**src/rtl/data_cache_refill_if.sv**
```systemverilog
// Bundle of the refill engine's pipeline, memory and cache-array signals.
// The engine side uses the master modport; the pipeline/memory/array environment uses slave.
interface data_cache_refill_if #(
  parameter int INDEX_WIDTH  = 4,
  parameter int OFFSET_WIDTH = 5
);
  localparam int TAG_WIDTH = 30 - INDEX_WIDTH - OFFSET_WIDTH;

  logic                   miss_i;
  logic [31:2]            miss_addr_i;
  logic                   busy_o;
  logic                   mem_req_valid_o;
  logic                   mem_req_ready_i;
  logic [31:2]            mem_req_addr_o;
  logic                   mem_rsp_valid_i;
  logic [31:0]            mem_rsp_data_i;
  logic [31:2]            cache_addr_o;
  logic [31:0]            cache_data_o;
  logic [3:0]             cache_wen_o;
  logic                   crit_valid_o;
  logic [31:0]            crit_data_o;
  logic                   tag_wen_o;
  logic [INDEX_WIDTH-1:0] tag_index_o;
  logic [TAG_WIDTH-1:0]   tag_o;
  logic                   fill_done_o;

  modport master (
    input  miss_i, miss_addr_i, mem_req_ready_i, mem_rsp_valid_i, mem_rsp_data_i,
    output busy_o, mem_req_valid_o, mem_req_addr_o, cache_addr_o, cache_data_o,
           cache_wen_o, crit_valid_o, crit_data_o, tag_wen_o, tag_index_o, tag_o,
           fill_done_o
  );

  modport slave (
    output miss_i, miss_addr_i, mem_req_ready_i, mem_rsp_valid_i, mem_rsp_data_i,
    input  busy_o, mem_req_valid_o, mem_req_addr_o, cache_addr_o, cache_data_o,
           cache_wen_o, crit_valid_o, crit_data_o, tag_wen_o, tag_index_o, tag_o,
           fill_done_o
  );
endinterface

```
**src/rtl/data_cache_refill.sv**
```systemverilog
// Line-refill engine: requests a whole cache line on a miss, streams the beats into the
// data array, flags the missed word for early restart and commits the tag at the end.
module data_cache_refill #(
  parameter int INDEX_WIDTH  = 4,
  parameter int OFFSET_WIDTH = 5
) (
  input logic                 clk_i,
  input logic                 rst_i,
  data_cache_refill_if.master bus
);
  localparam int TAG_WIDTH = 30 - INDEX_WIDTH - OFFSET_WIDTH;
  localparam logic [OFFSET_WIDTH-1:0] CNT_ONE = 1;

  typedef enum logic [1:0] {
    S_IDLE,
    S_REQ,
    S_FILL,
    S_DONE
  } state_t;

  state_t                  r_state;
  logic [OFFSET_WIDTH-1:0] r_cnt;
  logic [OFFSET_WIDTH-1:0] r_crit_off;
  logic [TAG_WIDTH-1:0]    r_tag;
  logic [INDEX_WIDTH-1:0]  r_index;

  logic                    r_busy;
  logic                    r_req_valid;
  logic [31:2]             r_req_addr;
  logic [31:2]             r_cache_addr;
  logic [31:0]             r_cache_data;
  logic [3:0]              r_cache_wen;
  logic                    r_crit_valid;
  logic [31:0]             r_crit_data;
  logic                    r_tag_wen;
  logic                    r_fill_done;

  logic [TAG_WIDTH-1:0]    w_miss_tag;
  logic [INDEX_WIDTH-1:0]  w_miss_index;
  logic [OFFSET_WIDTH-1:0] w_miss_off;
  logic                    w_beat;
  logic                    w_last_beat;
  logic                    w_crit_beat;

  assign w_miss_tag   = bus.miss_addr_i[31 -: TAG_WIDTH];
  assign w_miss_index = bus.miss_addr_i[OFFSET_WIDTH+2 +: INDEX_WIDTH];
  assign w_miss_off   = bus.miss_addr_i[2 +: OFFSET_WIDTH];

  // Response beats only count while filling; there is no back-pressure on this channel.
  assign w_beat      = (r_state == S_FILL) && bus.mem_rsp_valid_i;
  assign w_last_beat = (r_cnt == {OFFSET_WIDTH{1'b1}});
  assign w_crit_beat = (r_cnt == r_crit_off);

  always_ff @(posedge clk_i or posedge rst_i) begin
    if (rst_i) begin
      r_state      <= S_IDLE;
      r_cnt        <= '0;
      r_crit_off   <= '0;
      r_tag        <= '0;
      r_index      <= '0;
      r_busy       <= 1'b0;
      r_req_valid  <= 1'b0;
      r_req_addr   <= '0;
      r_cache_addr <= '0;
      r_cache_data <= '0;
      r_cache_wen  <= 4'h0;
      r_crit_valid <= 1'b0;
      r_crit_data  <= '0;
      r_tag_wen    <= 1'b0;
      r_fill_done  <= 1'b0;
    end else begin
      // Strobes last a single cycle unless re-armed below.
      r_cache_wen  <= 4'h0;
      r_crit_valid <= 1'b0;
      r_tag_wen    <= 1'b0;
      r_fill_done  <= 1'b0;

      case (r_state)
        S_IDLE: begin
          if (bus.miss_i) begin
            r_tag       <= w_miss_tag;
            r_index     <= w_miss_index;
            r_crit_off  <= w_miss_off;
            r_cnt       <= '0;
            r_req_addr  <= {w_miss_tag, w_miss_index, {OFFSET_WIDTH{1'b0}}};
            r_req_valid <= 1'b1;
            r_busy      <= 1'b1;
            r_state     <= S_REQ;
          end
        end

        S_REQ: begin
          if (bus.mem_req_ready_i) begin
            r_req_valid <= 1'b0;
            r_state     <= S_FILL;
          end
        end

        S_FILL: begin
          if (w_beat) begin
            r_cache_addr <= {r_tag, r_index, r_cnt};
            r_cache_data <= bus.mem_rsp_data_i;
            r_cache_wen  <= 4'hF;
            if (w_crit_beat) begin
              r_crit_valid <= 1'b1;
              r_crit_data  <= bus.mem_rsp_data_i;
            end
            r_cnt <= r_cnt + CNT_ONE;
            // Tag commit lands in the same cycle as the final data write.
            if (w_last_beat) begin
              r_tag_wen   <= 1'b1;
              r_fill_done <= 1'b1;
              r_state     <= S_DONE;
            end
          end
        end

        S_DONE: begin
          r_busy  <= 1'b0;
          r_state <= S_IDLE;
        end

        default: begin
          r_busy      <= 1'b0;
          r_req_valid <= 1'b0;
          r_state     <= S_IDLE;
        end
      endcase
    end
  end

  assign bus.busy_o          = r_busy;
  assign bus.mem_req_valid_o = r_req_valid;
  assign bus.mem_req_addr_o  = r_req_addr;
  assign bus.cache_addr_o    = r_cache_addr;
  assign bus.cache_data_o    = r_cache_data;
  assign bus.cache_wen_o     = r_cache_wen;
  assign bus.crit_valid_o    = r_crit_valid;
  assign bus.crit_data_o     = r_crit_data;
  assign bus.tag_wen_o       = r_tag_wen;
  assign bus.tag_index_o     = r_index;
  assign bus.tag_o           = r_tag;
  assign bus.fill_done_o     = r_fill_done;

endmodule

```
**src/flat_wrapper.sv**
```systemverilog
// flat-port wrapper written by rule: the top's interface ports become plain ports
module data_cache_refill_flat 
#(
  parameter int INDEX_WIDTH  = 4,
  parameter int OFFSET_WIDTH = 5
)
  (clk_i, rst_i, bus_miss_i, bus_miss_addr_i, bus_mem_req_ready_i, bus_mem_rsp_valid_i, bus_mem_rsp_data_i, bus_busy_o, bus_mem_req_valid_o, bus_mem_req_addr_o, bus_cache_addr_o, bus_cache_data_o, bus_cache_wen_o, bus_crit_valid_o, bus_crit_data_o, bus_tag_wen_o, bus_tag_index_o, bus_tag_o, bus_fill_done_o);
  data_cache_refill_if #(.INDEX_WIDTH(INDEX_WIDTH), .OFFSET_WIDTH(OFFSET_WIDTH)) bus_i ();
  input logic clk_i;
  input logic rst_i;
  input wire logic [$bits(bus_i.miss_i)-1:0] bus_miss_i;
  input wire logic [$bits(bus_i.miss_addr_i)-1:0] bus_miss_addr_i;
  input wire logic [$bits(bus_i.mem_req_ready_i)-1:0] bus_mem_req_ready_i;
  input wire logic [$bits(bus_i.mem_rsp_valid_i)-1:0] bus_mem_rsp_valid_i;
  input wire logic [$bits(bus_i.mem_rsp_data_i)-1:0] bus_mem_rsp_data_i;
  output wire logic [$bits(bus_i.busy_o)-1:0] bus_busy_o;
  output wire logic [$bits(bus_i.mem_req_valid_o)-1:0] bus_mem_req_valid_o;
  output wire logic [$bits(bus_i.mem_req_addr_o)-1:0] bus_mem_req_addr_o;
  output wire logic [$bits(bus_i.cache_addr_o)-1:0] bus_cache_addr_o;
  output wire logic [$bits(bus_i.cache_data_o)-1:0] bus_cache_data_o;
  output wire logic [$bits(bus_i.cache_wen_o)-1:0] bus_cache_wen_o;
  output wire logic [$bits(bus_i.crit_valid_o)-1:0] bus_crit_valid_o;
  output wire logic [$bits(bus_i.crit_data_o)-1:0] bus_crit_data_o;
  output wire logic [$bits(bus_i.tag_wen_o)-1:0] bus_tag_wen_o;
  output wire logic [$bits(bus_i.tag_index_o)-1:0] bus_tag_index_o;
  output wire logic [$bits(bus_i.tag_o)-1:0] bus_tag_o;
  output wire logic [$bits(bus_i.fill_done_o)-1:0] bus_fill_done_o;
  assign bus_i.miss_i = bus_miss_i;
  assign bus_i.miss_addr_i = bus_miss_addr_i;
  assign bus_i.mem_req_ready_i = bus_mem_req_ready_i;
  assign bus_i.mem_rsp_valid_i = bus_mem_rsp_valid_i;
  assign bus_i.mem_rsp_data_i = bus_mem_rsp_data_i;
  assign bus_busy_o = bus_i.busy_o;
  assign bus_mem_req_valid_o = bus_i.mem_req_valid_o;
  assign bus_mem_req_addr_o = bus_i.mem_req_addr_o;
  assign bus_cache_addr_o = bus_i.cache_addr_o;
  assign bus_cache_data_o = bus_i.cache_data_o;
  assign bus_cache_wen_o = bus_i.cache_wen_o;
  assign bus_crit_valid_o = bus_i.crit_valid_o;
  assign bus_crit_data_o = bus_i.crit_data_o;
  assign bus_tag_wen_o = bus_i.tag_wen_o;
  assign bus_tag_index_o = bus_i.tag_index_o;
  assign bus_tag_o = bus_i.tag_o;
  assign bus_fill_done_o = bus_i.fill_done_o;
  data_cache_refill #(.INDEX_WIDTH(INDEX_WIDTH), .OFFSET_WIDTH(OFFSET_WIDTH)) u_core (.clk_i(clk_i), .rst_i(rst_i), .bus(bus_i));
endmodule
```
**config.mk**
```make
export PLATFORM = sky130hd
export DESIGN_NAME = data_cache_refill_flat
export DESIGN_NICKNAME = d
export VERILOG_FILES = /design/src/rtl/data_cache_refill_if.sv /design/src/rtl/data_cache_refill.sv /design/src/flat_wrapper.sv
export SDC_FILE = /design/constraint.sdc
export NUM_CORES = 1
export LEC_CHECK = 0
export ABC_AREA = 1
export BUFFER_PORTS_ARGS = -buffer_cell sky130_fd_sc_hd__buf_2
export CAP_MARGIN = 30
export CORE_AREA = 2 2 108 110
export DETAILED_ROUTE_END_ITERATION = 7
export DIE_AREA = 0 0 110 112
export GPL_ROUTABILITY_DRIVEN = 0
export GPL_TIMING_DRIVEN = 0
export PLACE_DENSITY = 0.83
export REMOVE_ABC_BUFFERS = 1
export SYNTH_ARGS = -nofsm -noshare
export SYNTH_HDL_FRONTEND = slang
export SYNTH_SLANG_ARGS = --single-unit
```
**constraint.sdc**
```tcl
create_clock -name clk_i -period 12.55 [get_ports clk_i]
set_input_delay 3.765 -clock clk_i [delete_from_list [all_inputs] [get_ports clk_i]]
set_output_delay 3.765 -clock clk_i [all_outputs]
set_load 0.05 [all_outputs]
```
==> impl_metrics.csv <==
group,metric,value,unit
run_status,status,"completed",
sta,slew_headroom,40.3,%
worst_hold_path,timing.hold.worst.class,"flop to flop",
cts,cts_tree,"yes",
detailed_routing,drt_wl_total,14000,µm
logic_synthesis,avgSynthCellArea,8.74,µm²
finish,num-fill-cells,888,
placement,io_buffers,219,
critical_path,crit_path_kind,"input port to flop",
critical_path,timing.critical_path.cells,"buf_2, nand2_2, buf_12, inv_2, nand2_1, nor2_1, nand3_1, buf_8, nand2_1, nand2_1",
sta,final_clock_period_utilization_by_the_worst_path,45.9,%
cts,max-clock-path-buffers,2,
critical_path,required_worst_endpoint,12840,ps
cts,number_of_clock_sinks,136,
finish,layout-drive-gt1-share,31.8,%
cts,ctsHtreeMaxLevel,4,
finish,area_growth,29.2,%
logic_synthesis,ys_seq_elements,136,
cts,cts_root_buffer,"clkbuf_16",
cts,cts_hold_repair.buffers,0,
sta,clock-skew-final,9.35,ps
floorplan,floorplan.die.height,112,µm
placement,dp.final_hpwl,9370,µm
floorplan,num_rows,39,
detailed_routing,drt-pass1-iter-count,5,
finish,nets,907,
sta,maxSlewViolCount,0,
critical_path,setup.worst_path.start_class,"input port",
detailed_routing,wire_per_inst,14.1,µm
floorplan,initial_utilization,50.7,%
cts,number_of_setup_buffers_added_after_cts,0,
critical_path,cp_common_cell,"nand2_1",
global_route,antenna_found_initial,0,
detailed_routing,detail-route-antenna-nets,0,
global_route,grtUsageTotal,23.6,%
floorplan,die-area,12300,µm²
global_route,grt_pass1_vias,4613,
logic_synthesis,ys_seq_area_share,60.0,%
global_route,grt_max_degree,72,
detailed_routing,remaining_drc_errors,0,
detailed_routing,routed-via-count,4938,
cts,clk_latency,400,ps
finish,area.sequential,3400,µm²
finish,multi_input_area,1780,µm²
sta,timing_worst_slew_pin_value,893,ps
critical_path,crit_path_end_kind,"flop",
finish,antenna-diode-count,0,
sta,final-hold-violation-count,0,
logic_synthesis,netlist_instances,649,
logic_synthesis,syn_area,5670,µm²
sta,rsz0062_at_grt,"no",
global_route,grt_first_pass_wirelength,22400,µm
logic_synthesis,synthDistinctLibCells,20,
sta,final.min_clock_period,5760,ps
global_route,globalRouteOverflowTotal,0,
cts,cts_inserted_buffers,17,
sta,fmaxAchievable,174,MHz
cts,clock_transition_at_the_register_clock_pins_on_the_worst_setup_and_hold_paths_after_cts,60,ps
critical_path,critPathArrivalTime,6050,ps
sta,setup_viol,0,
cts,post_cts_resize_count,0,
run,cap_viol_max_count,0,
critical_path,timing.critical_path.slowest_stage_cell,"nand2_2",
floorplan,coreArea,11200,µm²
floorplan,die_outline_width,110,µm
detailed_routing,viasPerCell,4.99,
floorplan,pin_count,225,
critical_path,worst_path_largest_cell_delay,430,ps
sta,tns,0,ps
detailed_routing,drtIter0Drc,463,
critical_path,crit_fanout,38,
logic_synthesis,yosys_warnings,0,
[placed cells by master, fill, tap and decap left out, types with 2 or more instances in the layout]
master        n
clkbuf_16    17
nand2_1     329
buf_2       219
a21oi_1       5
clkbuf_8      2
o21ai_0      27
nor2_1       10
clkbuf_1      2
inv_6         2
conb_1        5
nand3_1      39
buf_16        3
bufinv_16     4
inv_2         7
clkinv_2      2
dfrtp_1     136
buf_12        2
nand2_2       2
ha_1          6
clkinvlp_4    3
inv_1        17
[cell type report]
class                   count  share of cell area (%)
clock inverters            11                    2.32
clock buffers              21                    6.28
flip-flops and latches    136                    46.4
well taps                 143                    2.44
repair buffers            225                    16.8
multi-input cells         429                    24.3
inverters                  25                    1.35
[critical path, delay by kind of cell]
family        cells  cell delay, ps
buf+inv           4            1130
simple gates      6            1130
[sequential cells by signal, summed over array words and instances, names as in the netlist]
| name | count |
|---|---|
| u_core.bus.crit_valid_o | 1 |
| u_core.bus.tag_wen_o | 1 |
| u_core.bus.tag_index_o | 3 |
| u_core.bus.crit_data_o | 32 |
| u_core.bus.cache_wen_o | 1 |
| u_core.bus.cache_addr_o | 30 |
| u_core.r_crit_off | 5 |
| u_core.bus.tag_o | 20 |
| u_core.r_cnt | 5 |
| u_core.bus.cache_data_o | 32 |
| u_core.bus.busy_o | 1 |
| u_core.bus.mem_req_valid_o | 1 |
| u_core.r_state | 2 |
| u_core.bus.mem_req_addr_o | 2 |
[logic make-up (layout without fill, tap and decap cells)]
family / count (synthesis) / after routing / synth area share (%)
other: 1 / 5 / 0.0661
xor gates and xnor gates: 1 / 1 / 0.154
AOI/OAI and AO/OA: 33 / 33 / 2.98
buffers and inverters: 88 / 282 / 8.87
adders and majority gates: 6 / 6 / 1.32
and+or+nand+nor: 384 / 384 / 26.6
DFF: 136 / 136 / 60.0
[path summary, 6_finish.rpt]
kind / start / endpoint / slack, ps / depth (start not counted)
min: u_core.bus.crit_data_o[9]$_DFFE_PP0P_ / u_core.bus.crit_data_o[9]$_DFFE_PP0P_ / 470 / 2
max in group asynchronous: rst_i / u_core.bus.cache_addr_o[2]$_DFFE_PP0P_ / 8360 / 3
min reg2reg: u_core.bus.crit_data_o[9]$_DFFE_PP0P_ / u_core.bus.crit_data_o[9]$_DFFE_PP0P_ / 470 / 2
max reg2reg: u_core.r_state[0]$_DFFE_PP0P_ / u_core.bus.crit_data_o[29]$_DFFE_PP0P_ / 9420 / 11
min in group asynchronous: rst_i / u_core.bus.crit_data_o[9]$_DFFE_PP0P_ / 3430 / 2
max: bus_mem_rsp_valid_i / u_core.bus.crit_data_o[29]$_DFFE_PP0P_ / 6790 / 10
[through the flow]
stage / utilization (%) / cell area [µm²] / hold slack, ps / std cells / setup WS, ps
floorplan: - / 5280 / 511 / 590 / 5150
global placement: 58.6 / 6550 / 447 / 952 / 3650
detailed placement: 59.9 / 6700 / 453 / 958 / 6380
CTS: 65.6 / 7330 / 467 / 990 / 6790
global route: 65.6 / 7330 / 488 / 990 / 6610
finish: 65.6 / 7330 / 467 / 990 / 6790
[Yosys cell counts]
| cell | count | area [µm²] |
|---|---|---|
| xor2_1 | 1 | 8.76 |
| nor2_1 | 11 | 41.3 |
| ha_1 | 6 | 75.1 |
| or2_2 | 1 | 6.26 |
| inv_1 | 19 | 71.3 |
| conb_1 | 1 | 3.75 |
| a21oi_2 | 1 | 8.76 |
| nand3_1 | 39 | 195 |
| nand4_1 | 1 | 6.26 |
| nand2_1 | 329 | 1230 |
| buf_4 | 34 | 255 |
| clkbuf_1 | 13 | 48.8 |
| nor2_4 | 1 | 11.3 |
| buf_2 | 12 | 60.1 |
| dfrtp_1 | 136 | 3400 |
| o21ai_0 | 27 | 135 |
| a21oi_1 | 5 | 25.0 |
| inv_2 | 6 | 22.5 |
| buf_6 | 4 | 45.0 |
| nand2_2 | 2 | 12.5 |
[routing by layer]
layer / wire length [µm] / GRT usage, % / vias to the layer above
li1: - / - / 2342
met1: 5880 / 30.5 / 2330
met2: 6740 / 37.9 / 246
met3: 1220 / 6.62 / 20
met4: 175 / 8.52 / 0
met5: 0 / 0 / -
Power is not shown: default switching activity piles up to over one toggle a cycle in this logic, so the estimate is an artifact.
